$ cat config.mk
export PLATFORM = sky130hd
export DESIGN_NAME = riscv_fetch_unit
export DESIGN_NICKNAME = d
export VERILOG_FILES = /design/src/rtl/riscv_fetch_unit.sv
export SDC_FILE = /design/constraint.sdc
export NUM_CORES = 1
export LEC_CHECK = 0
export CORE_ASPECT_RATIO = 1.5
export CORE_MARGIN = 8
export CORE_UTILIZATION = 51
export CTS_CLUSTER_DIAMETER = 60
export CTS_CLUSTER_SIZE = 12
export DETAILED_ROUTE_END_ITERATION = 10
export PLACE_DENSITY = 0.84
export SETUP_SLACK_MARGIN = 0.1
export SYNTH_ARGS = -nofsm -noshare
export SYNTH_HDL_FRONTEND = slang
export SYNTH_SLANG_ARGS = --single-unit
export TNS_END_PERCENT = 50
$ cat constraint.sdc
create_clock -name clk -period 8.6 [get_ports clk]
set_clock_uncertainty 0.15 [all_clocks]
set_input_delay 1.72 -clock clk [delete_from_list [all_inputs] [get_ports clk]]
set_output_delay 1.72 -clock clk [all_outputs]
set_load 0.02 [all_outputs]
$ cat src/rtl/riscv_fetch_unit.sv
// Instruction fetch unit: credit-limited request issue, in-order response queue and redirect flush.
// Define RISCV_FETCH_PERF_EN to build the delivered/redirect performance counters.
module riscv_fetch_unit #(
  parameter int unsigned     XLEN     = 32,
  parameter int unsigned     DEPTH    = 4,
  parameter logic [XLEN-1:0] RESET_PC = '0
) (
  input  logic            clk,
  input  logic            rst_n,
  output logic            imem_req_valid,
  input  logic            imem_req_ready,
  output logic [XLEN-1:0] imem_req_addr,
  input  logic            imem_rsp_valid,
  input  logic [31:0]     imem_rsp_data,
  input  logic            redirect_valid,
  input  logic [XLEN-1:0] redirect_pc,
  output logic            inst_valid,
  input  logic            inst_ready,
  output logic [31:0]     inst_data,
  output logic [XLEN-1:0] inst_pc,
  output logic [31:0]     perf_fetched,
  output logic [31:0]     perf_redirects
);

  localparam int unsigned PtrW = $clog2(DEPTH);
  localparam int unsigned CntW = $clog2(DEPTH + 1);
  localparam logic [CntW:0] DepthLim = (CntW + 1)'(DEPTH);

  typedef enum logic [0:0] {StFetch, StFlush} state_e;

  state_e            state_q;
  logic [XLEN-1:0]   fetch_pc_q;
  logic [CntW-1:0]   outstanding_q, outstanding_d;
  logic [CntW-1:0]   count_q, count_d;
  logic [PtrW-1:0]   head_q, tail_q;
  logic [31:0]       data_mem [DEPTH];
  logic [XLEN-1:0]   pc_mem   [DEPTH];

  logic              req_hs, rsp_acc, push, pop;
  logic [CntW:0]     occ_sum;
  logic [XLEN-1:0]   rsp_pc, redirect_target;
  logic              unused_redirect_lsb;

  assign unused_redirect_lsb = ^redirect_pc[1:0];
  assign redirect_target     = {redirect_pc[XLEN-1:2], 2'b00};

  assign occ_sum        = {1'b0, count_q} + {1'b0, outstanding_q};
  assign imem_req_valid = (state_q == StFetch) && (occ_sum < DepthLim);
  assign imem_req_addr  = fetch_pc_q;

  assign req_hs  = imem_req_valid && imem_req_ready;
  assign rsp_acc = imem_rsp_valid && (outstanding_q != '0);
  assign push    = rsp_acc && (state_q == StFetch) && !redirect_valid;
  assign pop     = inst_valid && inst_ready;

  // In FETCH every in-flight request is contiguous and ends just below fetch_pc, so the
  // oldest one's address is recovered arithmetically instead of storing it.
  assign rsp_pc = fetch_pc_q - (XLEN'(outstanding_q) << 2);

  assign inst_valid = (count_q != '0);
  assign inst_data  = data_mem[head_q];
  assign inst_pc    = pc_mem[head_q];

  always_comb begin
    outstanding_d = outstanding_q;
    case ({req_hs, rsp_acc})
      2'b10:   outstanding_d = outstanding_q + CntW'(1);
      2'b01:   outstanding_d = outstanding_q - CntW'(1);
      default: outstanding_d = outstanding_q;
    endcase
  end

  always_comb begin
    count_d = count_q;
    case ({push, pop})
      2'b10:   count_d = count_q + CntW'(1);
      2'b01:   count_d = count_q - CntW'(1);
      default: count_d = count_q;
    endcase
  end

  always_ff @(posedge clk) begin
    if (!rst_n) begin
      state_q       <= StFetch;
      fetch_pc_q    <= RESET_PC;
      outstanding_q <= '0;
      count_q       <= '0;
      head_q        <= '0;
      tail_q        <= '0;
    end else begin
      outstanding_q <= outstanding_d;
      if (redirect_valid) begin
        // Requests accepted this cycle stay outstanding and are drained in FLUSH.
        fetch_pc_q <= redirect_target;
        count_q    <= '0;
        head_q     <= '0;
        tail_q     <= '0;
        state_q    <= (outstanding_d != '0) ? StFlush : StFetch;
      end else begin
        if (req_hs) fetch_pc_q <= fetch_pc_q + XLEN'(4);
        if (push)   tail_q     <= tail_q + PtrW'(1);
        if (pop)    head_q     <= head_q + PtrW'(1);
        count_q <= count_d;
        if ((state_q == StFlush) && (outstanding_d == '0)) state_q <= StFetch;
      end
    end
  end

  always_ff @(posedge clk) begin
    if (push) begin
      data_mem[tail_q] <= imem_rsp_data;
      pc_mem[tail_q]   <= rsp_pc;
    end
  end

`ifdef RISCV_FETCH_PERF_EN
  logic [31:0] perf_fetched_q, perf_redirects_q;

  always_ff @(posedge clk) begin
    if (!rst_n) begin
      perf_fetched_q   <= '0;
      perf_redirects_q <= '0;
    end else begin
      if (pop)            perf_fetched_q   <= perf_fetched_q + 32'd1;
      if (redirect_valid) perf_redirects_q <= perf_redirects_q + 32'd1;
    end
  end

  assign perf_fetched   = perf_fetched_q;
  assign perf_redirects = perf_redirects_q;
`else
  assign perf_fetched   = '0;
  assign perf_redirects = '0;
`endif

endmodule

==> results of run 1 <==
[worst max-delay path: stages (launching register included)]
cell and delay [ns]:
dfxtp_4 0.84, buf_4 0.57, mux4_2 0.63, clkdlybuf4s50_1 0.57
[cell usage in the layout, fill, tap and decap left out, drive strengths merged, types with 18 or more instances in the layout]
cell type and instances:
edfxtp 248, clkdlybuf4s50 161, conb 68, mux4 62, clkbuf 51, dfxtp 43
xnor2 33, o21ai 31, xor2 29, a21oi 25, nand2 20, nand3 18
[kinds of logic after synthesis]
logic type | after synthesis | share of synthesized area [%]
flip-flops | 291 | 66.8
AND/OR/NAND/NOR | 144 | 6.82
buffers and inverters | 123 | 5.90
AO/OA/AOI/OAI | 66 | 2.95
multiplexers | 64 | 11.4
XOR/XNOR | 62 | 4.37
adder cells (fa/ha/maj) | 15 | 1.69
other | 1 | 0.0302
[worst max-delay path by stage]
stage / from / to / slack (ns) / cells after the start
2_1_floorplan: redirect_valid / data_mem[0][0] / 4.05 / 3
3_3_place_gp: redirect_valid / data_mem[3][8] / 3.61 / 4
3_5_place_dp: redirect_valid / data_mem[3][8] / 3.58 / 4
4_1_cts: flip-flop / inst_pc[11] / 3.44 / 3
5_1_grt: flip-flop / inst_pc[22] / 3.34 / 3
6_report: flip-flop / inst_pc[11] / 3.55 / 3
[sequential cells by signal, indices dropped and copies added, names as in the netlist, named ones only]
name and flops:
tail_q 2, count_q 3, state_q 1, data_mem 128, outstanding_q 3, imem_req_addr 30, pc_mem 120, head_q 2
[area by class of cell]
cell class | instances | area [um^2]
Clock buffer | 51 | 808
Timing Repair Buffer | 170 | 1680
Clock inverter | 1 | 8.76
Tap cell | 324 | 405
Inverter | 16 | 60.1
Multi-Input combinational cell | 419 | 3640
Sequential cell | 291 | 8310
Fill cell | 1803 | 9260
[where the power goes]
group	internal, mW	switching (mW)	total [mW]
clock	0.630	0.486	1.12
sequential	1.64	0.0485	1.69
combinational	0.242	0.317	0.560
total	2.51	0.852	3.36
[layer usage]
| layer | GRT usage [%] | part of all wire, % | routed length, um |
|---|---|---|---|
| met5 | 0 | 0 | 0 |
| met4 | 5.42 | 2.6 | 657 |
| met3 | 2.56 | 4.6 | 1150 |
| met2 | 31.1 | 54 | 13500 |
| met1 | 19.5 | 39 | 9810 |
==> flow_metrics.env, run 1 <==
export IMPL_status="complete, no violations"
export IMPL_slew_limit_headroom_pct=37.6
export IMPL_cp_required_ns=6.73
export IMPL_cts_made_buffers=28
export IMPL_r2r_slack_ns=5.32
export IMPL_powerDensity_mw_per_mm2=225
export IMPL_rsz0062_at_grt="no"
export IMPL_ys_seq_area_share_pct=66.8
export IMPL_cts_root_buf="clkbuf_16"
export IMPL_wl_per_cell_um=19.7
export IMPL_setup_tns_ns=0
export IMPL_place_inst=1220
export IMPL_reg2regPathDepth=5
export IMPL_nets=1011
export IMPL_die_h_um=207
export IMPL_cts_resized=0
export IMPL_crit_path_max_fanout=38
export IMPL_min_path_cells=2
export IMPL_place_area_mm2=0.0141
export IMPL_dieArea_mm2=0.0297
export IMPL_postCtsSetupRepairBufs=0
export IMPL_drt_initial_drc_count=300
export IMPL_tightest_slew_ns=0.928
export IMPL_clock_path_buffers=3
export IMPL_vias=6709
export IMPL_port_buffers=161
export IMPL_stdcell_area_mm2=0.0149
export IMPL_final_antenna_net_count=0
export IMPL_power_mw=3.36
export IMPL_startpoint_type="flip-flop"
export IMPL_yosys_cell_count_top_type="edfxtp_1"
export IMPL_hpwl_um=16700
export IMPL_rows=70
export IMPL_viasPerCell=5.27
export IMPL_maxCapViolCount=0
export IMPL_cp_end_kind="primary output"
export IMPL_p_leak_nw=4.90
export IMPL_fin_crit_sh_pct=58.8
export IMPL_postSynthCellCount=766
export IMPL_postSynthAreaPerCell_um2=16.2
export IMPL_core_area_mm2=0.0242
export IMPL_finalCriticalPeriod_ns=5.05
export IMPL_finalHoldViolations=0
export IMPL_synth_seq_cells=291
export IMPL_rr_endpoint="pc_mem[3][29]"
export IMPL_hold_slack_ns=0.391
export IMPL_ys_warn_count=0
export IMPL_max_freq_ghz=0.198
export IMPL_antenna_found_initial=0
export IMPL_cts_sinks=291
export IMPL_grt_first_pass_wirelength_um=39600
export IMPL_cts_htree_levels=1
export IMPL_cts_hold_buffers=0
export IMPL_yosysUniqueCellTypes=46
export IMPL_gp_congestion=0.809
export IMPL_synth_edff_count=248
export IMPL_finalCoreUtilization_pct=61.7
export IMPL_die_x_um=143
export IMPL_final_layout_size_suffix_gt1_share_pct=12.0
export IMPL_synth_area_mm2=0.0124
export IMPL_criticalPathCategory="flip-flop to primary output"
export IMPL_antennaDiodeCount=0
export IMPL_drc_errors=0
export IMPL_overflow=0
export IMPL_ys_top_cells_by_area="edfxtp_1, mux4_2, dfxtp_1, buf_4, xnor2_1"
export IMPL_peakVddDrop_mv=0.148
export IMPL_synth_common_cells="edfxtp_1, buf_4, mux4_2"
export IMPL_final_setup_viol_count=0
export IMPL_hold_class="flip-flop to flip-flop"
export IMPL_yosys_area_top_type="edfxtp_1"
export IMPL_drt_pre_antenna_iters=5
export IMPL_cts_tree="done"
export IMPL_yosysTopAreaCellShare_pct=59.9
export IMPL_worstHoldStart="head_q[0]"
export IMPL_slew_viol_final=0
export IMPL_clk_insertion_delay_late_ns=0.53
export IMPL_fin_cells=1272
export IMPL_wl_um=25100
export IMPL_reg2reg_from="outstanding_q[0]"
export IMPL_clkTransAtPathRegs_ns=0.06
export IMPL_initial_core_util_pct=51.4
export IMPL_grt_start_max_net_pins=63
export IMPL_grtUsageTotal_pct=16.9
export IMPL_grt_pass1_vias=7465
export IMPL_io_pins=232
export IMPL_pre_cts_ws_ns=3.58
export IMPL_fin_ws_ns=3.55
export IMPL_syn_to_final_growth_pct=20.0
export IMPL_crit_arrival_ns=3.18
export IMPL_async_flop_share_pct=0
export IMPL_synth_top_flop_cell="edfxtp_1"
Note: power is estimated with default switching activity, not from simulation.
==> inputs of run 2 (changes only) <==
CORE_UTILIZATION = 47   (was 51)
PLACE_DENSITY = 0.82   (was 0.84)
clock period = 4.36 ns   (was 8.6 ns; I/O delays follow)
==> flow_metrics.env, run 2 (synthesis results as in run 1) <==
export IMPL_regMostFlops="data_mem"
export IMPL_final_layout_size_suffix_gt1_share_pct=12.4
export IMPL_gp_congestion=0.778
export IMPL_reg2regPathDepth=7
export IMPL_slew_limit_headroom_pct=39.5
export IMPL_fin_cells=1289
export IMPL_nFillCells=2021
export IMPL_rows=73
export IMPL_core_area_mm2=0.0263
export IMPL_die_x_um=149
export IMPL_status="complete, no violations"
export IMPL_dieArea_mm2=0.0320
export IMPL_criticalPathCategory="flip-flop to primary output"
export IMPL_fin_crit_sh_pct=83.1
export IMPL_fin_ws_ns=0.737
export IMPL_grt_pass1_vias=7187
export IMPL_drt_initial_drc_count=279
export IMPL_power_mw=6.62
export IMPL_worstPathCellList="ha_1 -> or4_1 -> nor2_1 -> clkdlybuf4s50_1"
export IMPL_wl_met3_um=1400
export IMPL_grt_start_max_net_pins=63
export IMPL_r2r_slack_ns=1.45
export IMPL_io_pins=232
export IMPL_syn_to_final_growth_pct=21.0
export IMPL_overflow=0
export IMPL_final_cell_mix="edfxtp_1, clkdlybuf4s50_1, conb_1, mux4_2, dfxtp_1"
export IMPL_cpPeakStageDelay_ns=0.66
export IMPL_cts_made_buffers=28
export IMPL_powerDensity_mw_per_mm2=440
export IMPL_whs_endpoint="count_q[2]"
export IMPL_cp_buffers_inverters=1
export IMPL_slowest_stage="clkdlybuf4s50_1"
export IMPL_rr_endpoint="pc_mem[3][31]"
export IMPL_clock_path_buffers=3
export IMPL_dr_wl_met2_um=13400
export IMPL_worstHoldStart="count_q[2]"
export IMPL_drt_pre_antenna_iters=4
export IMPL_largest_register_ffs=128
export IMPL_cts_root_buf="clkbuf_16"
export IMPL_maxCapViolCount=0
export IMPL_grt_first_pass_wirelength_um=39000
export IMPL_peakVddDrop_mv=0.300
export IMPL_die_h_um=215
export IMPL_drt_met1_wl_um=9720
export IMPL_cts_sinks=291
export IMPL_rsz0062_at_grt="no"
export IMPL_antenna_found_initial=0
export IMPL_max_freq_ghz=0.276
export IMPL_wl_um=25000
export IMPL_crit_path_max_fanout=6
export IMPL_p_leak_nw=4.94
export IMPL_postCtsSetupRepairBufs=0
export IMPL_slew_viol_final=0
export IMPL_cts_htree_levels=1
export IMPL_initial_core_util_pct=47.2
export IMPL_viasPerCell=5.16
export IMPL_tightest_slew_ns=0.900
export IMPL_nets=1015
export IMPL_wl_per_cell_um=19.4
export IMPL_drc_errors=0
export IMPL_crit_arrival_ns=2.60
export IMPL_finalHoldViolations=0
export IMPL_startpoint_type="flip-flop"
export IMPL_finalCoreUtilization_pct=57.2
export IMPL_path_depth=4
export IMPL_cp_required_ns=3.34
export IMPL_finalCriticalPeriod_ns=3.62
export IMPL_min_path_cells=2
export IMPL_worstSetupStartpoint="outstanding_q[2]"
export IMPL_clkTransAtPathRegs_ns=0.06
export IMPL_place_inst=1237
export IMPL_final_antenna_net_count=0
export IMPL_cts_tree="done"
export IMPL_antennaDiodeCount=0
export IMPL_cp_end_kind="primary output"
export IMPL_grtUsageTotal_pct=15.5
export IMPL_pre_cts_ws_ns=1.08
export IMPL_hpwl_um=16700
export IMPL_final_common_cell="edfxtp_1"
export IMPL_vias=6646
export IMPL_critical_path_top_delay_family="simple AND/OR/NAND/NOR gates"
export IMPL_cts_hold_buffers=0
export IMPL_hold_class="flip-flop to flip-flop"
export IMPL_final_setup_viol_count=0
export IMPL_clk_insertion_delay_late_ns=0.54
export IMPL_cts_resized=0
export IMPL_top_layer="met4"
export IMPL_reg2reg_from="outstanding_q[1]"
export IMPL_setup_tns_ns=0
export IMPL_port_buffers=161
run 2: cell types whose count changed in the layout (fill, tap and decap cells not counted), sizes merged:
cell	previous run	this run
buf	9	13
run 2: worst max-delay path by stage:
stage                                end
after floorplan           data_mem[1][0]
after global placement        count_q[2]
after detailed placement      count_q[2]
after CTS                  inst_data[21]
after global routing       inst_data[21]
final                     imem_req_valid
run 2: power by group:
group,internal (mW),switching [mW]
clock,1.24,0.940
combinational,0.489,0.625
sequential,3.23,0.0924
run 2: routing by layer:
metal / global-route usage [%] / vias to the layer above
met1: 17.5 / 3313
met3: 3.22 / 28
met5: 0 / -
met2: 28.4 / 190
met4: 4.83 / 0
li1: - / 3115
run 2: layout make-up:
type / count / area (um^2) / area share (%)
well taps: 337 / 422 / 2.80
multi-input cells: 419 / 3640 / 24.2
clock buffers: 51 / 808 / 5.37
clock inverters: 1 / 11.3 / 0.0749
repair buffers: 174 / 1780 / 11.9
inverters: 16 / 60.1 / 0.399
flip-flops and latches: 291 / 8310 / 55.3
run 2: tightest hold or removal path, cell delays in order (launching register included):
cell,delay (ns)
dfxtp_1,0.33
o21ai_0,0.08
a21oi_1,0.07
run 2: through the flow:
step | instance area [um^2] | hold WS [ns]
2_1_floorplan | 12700 | 0.320
3_3_place_gp | 14200 | 0.352
3_5_place_dp | 14200 | 0.368
4_1_cts | 15000 | 0.385
5_1_grt | 15000 | 0.392
6_report | 15000 | 0.377
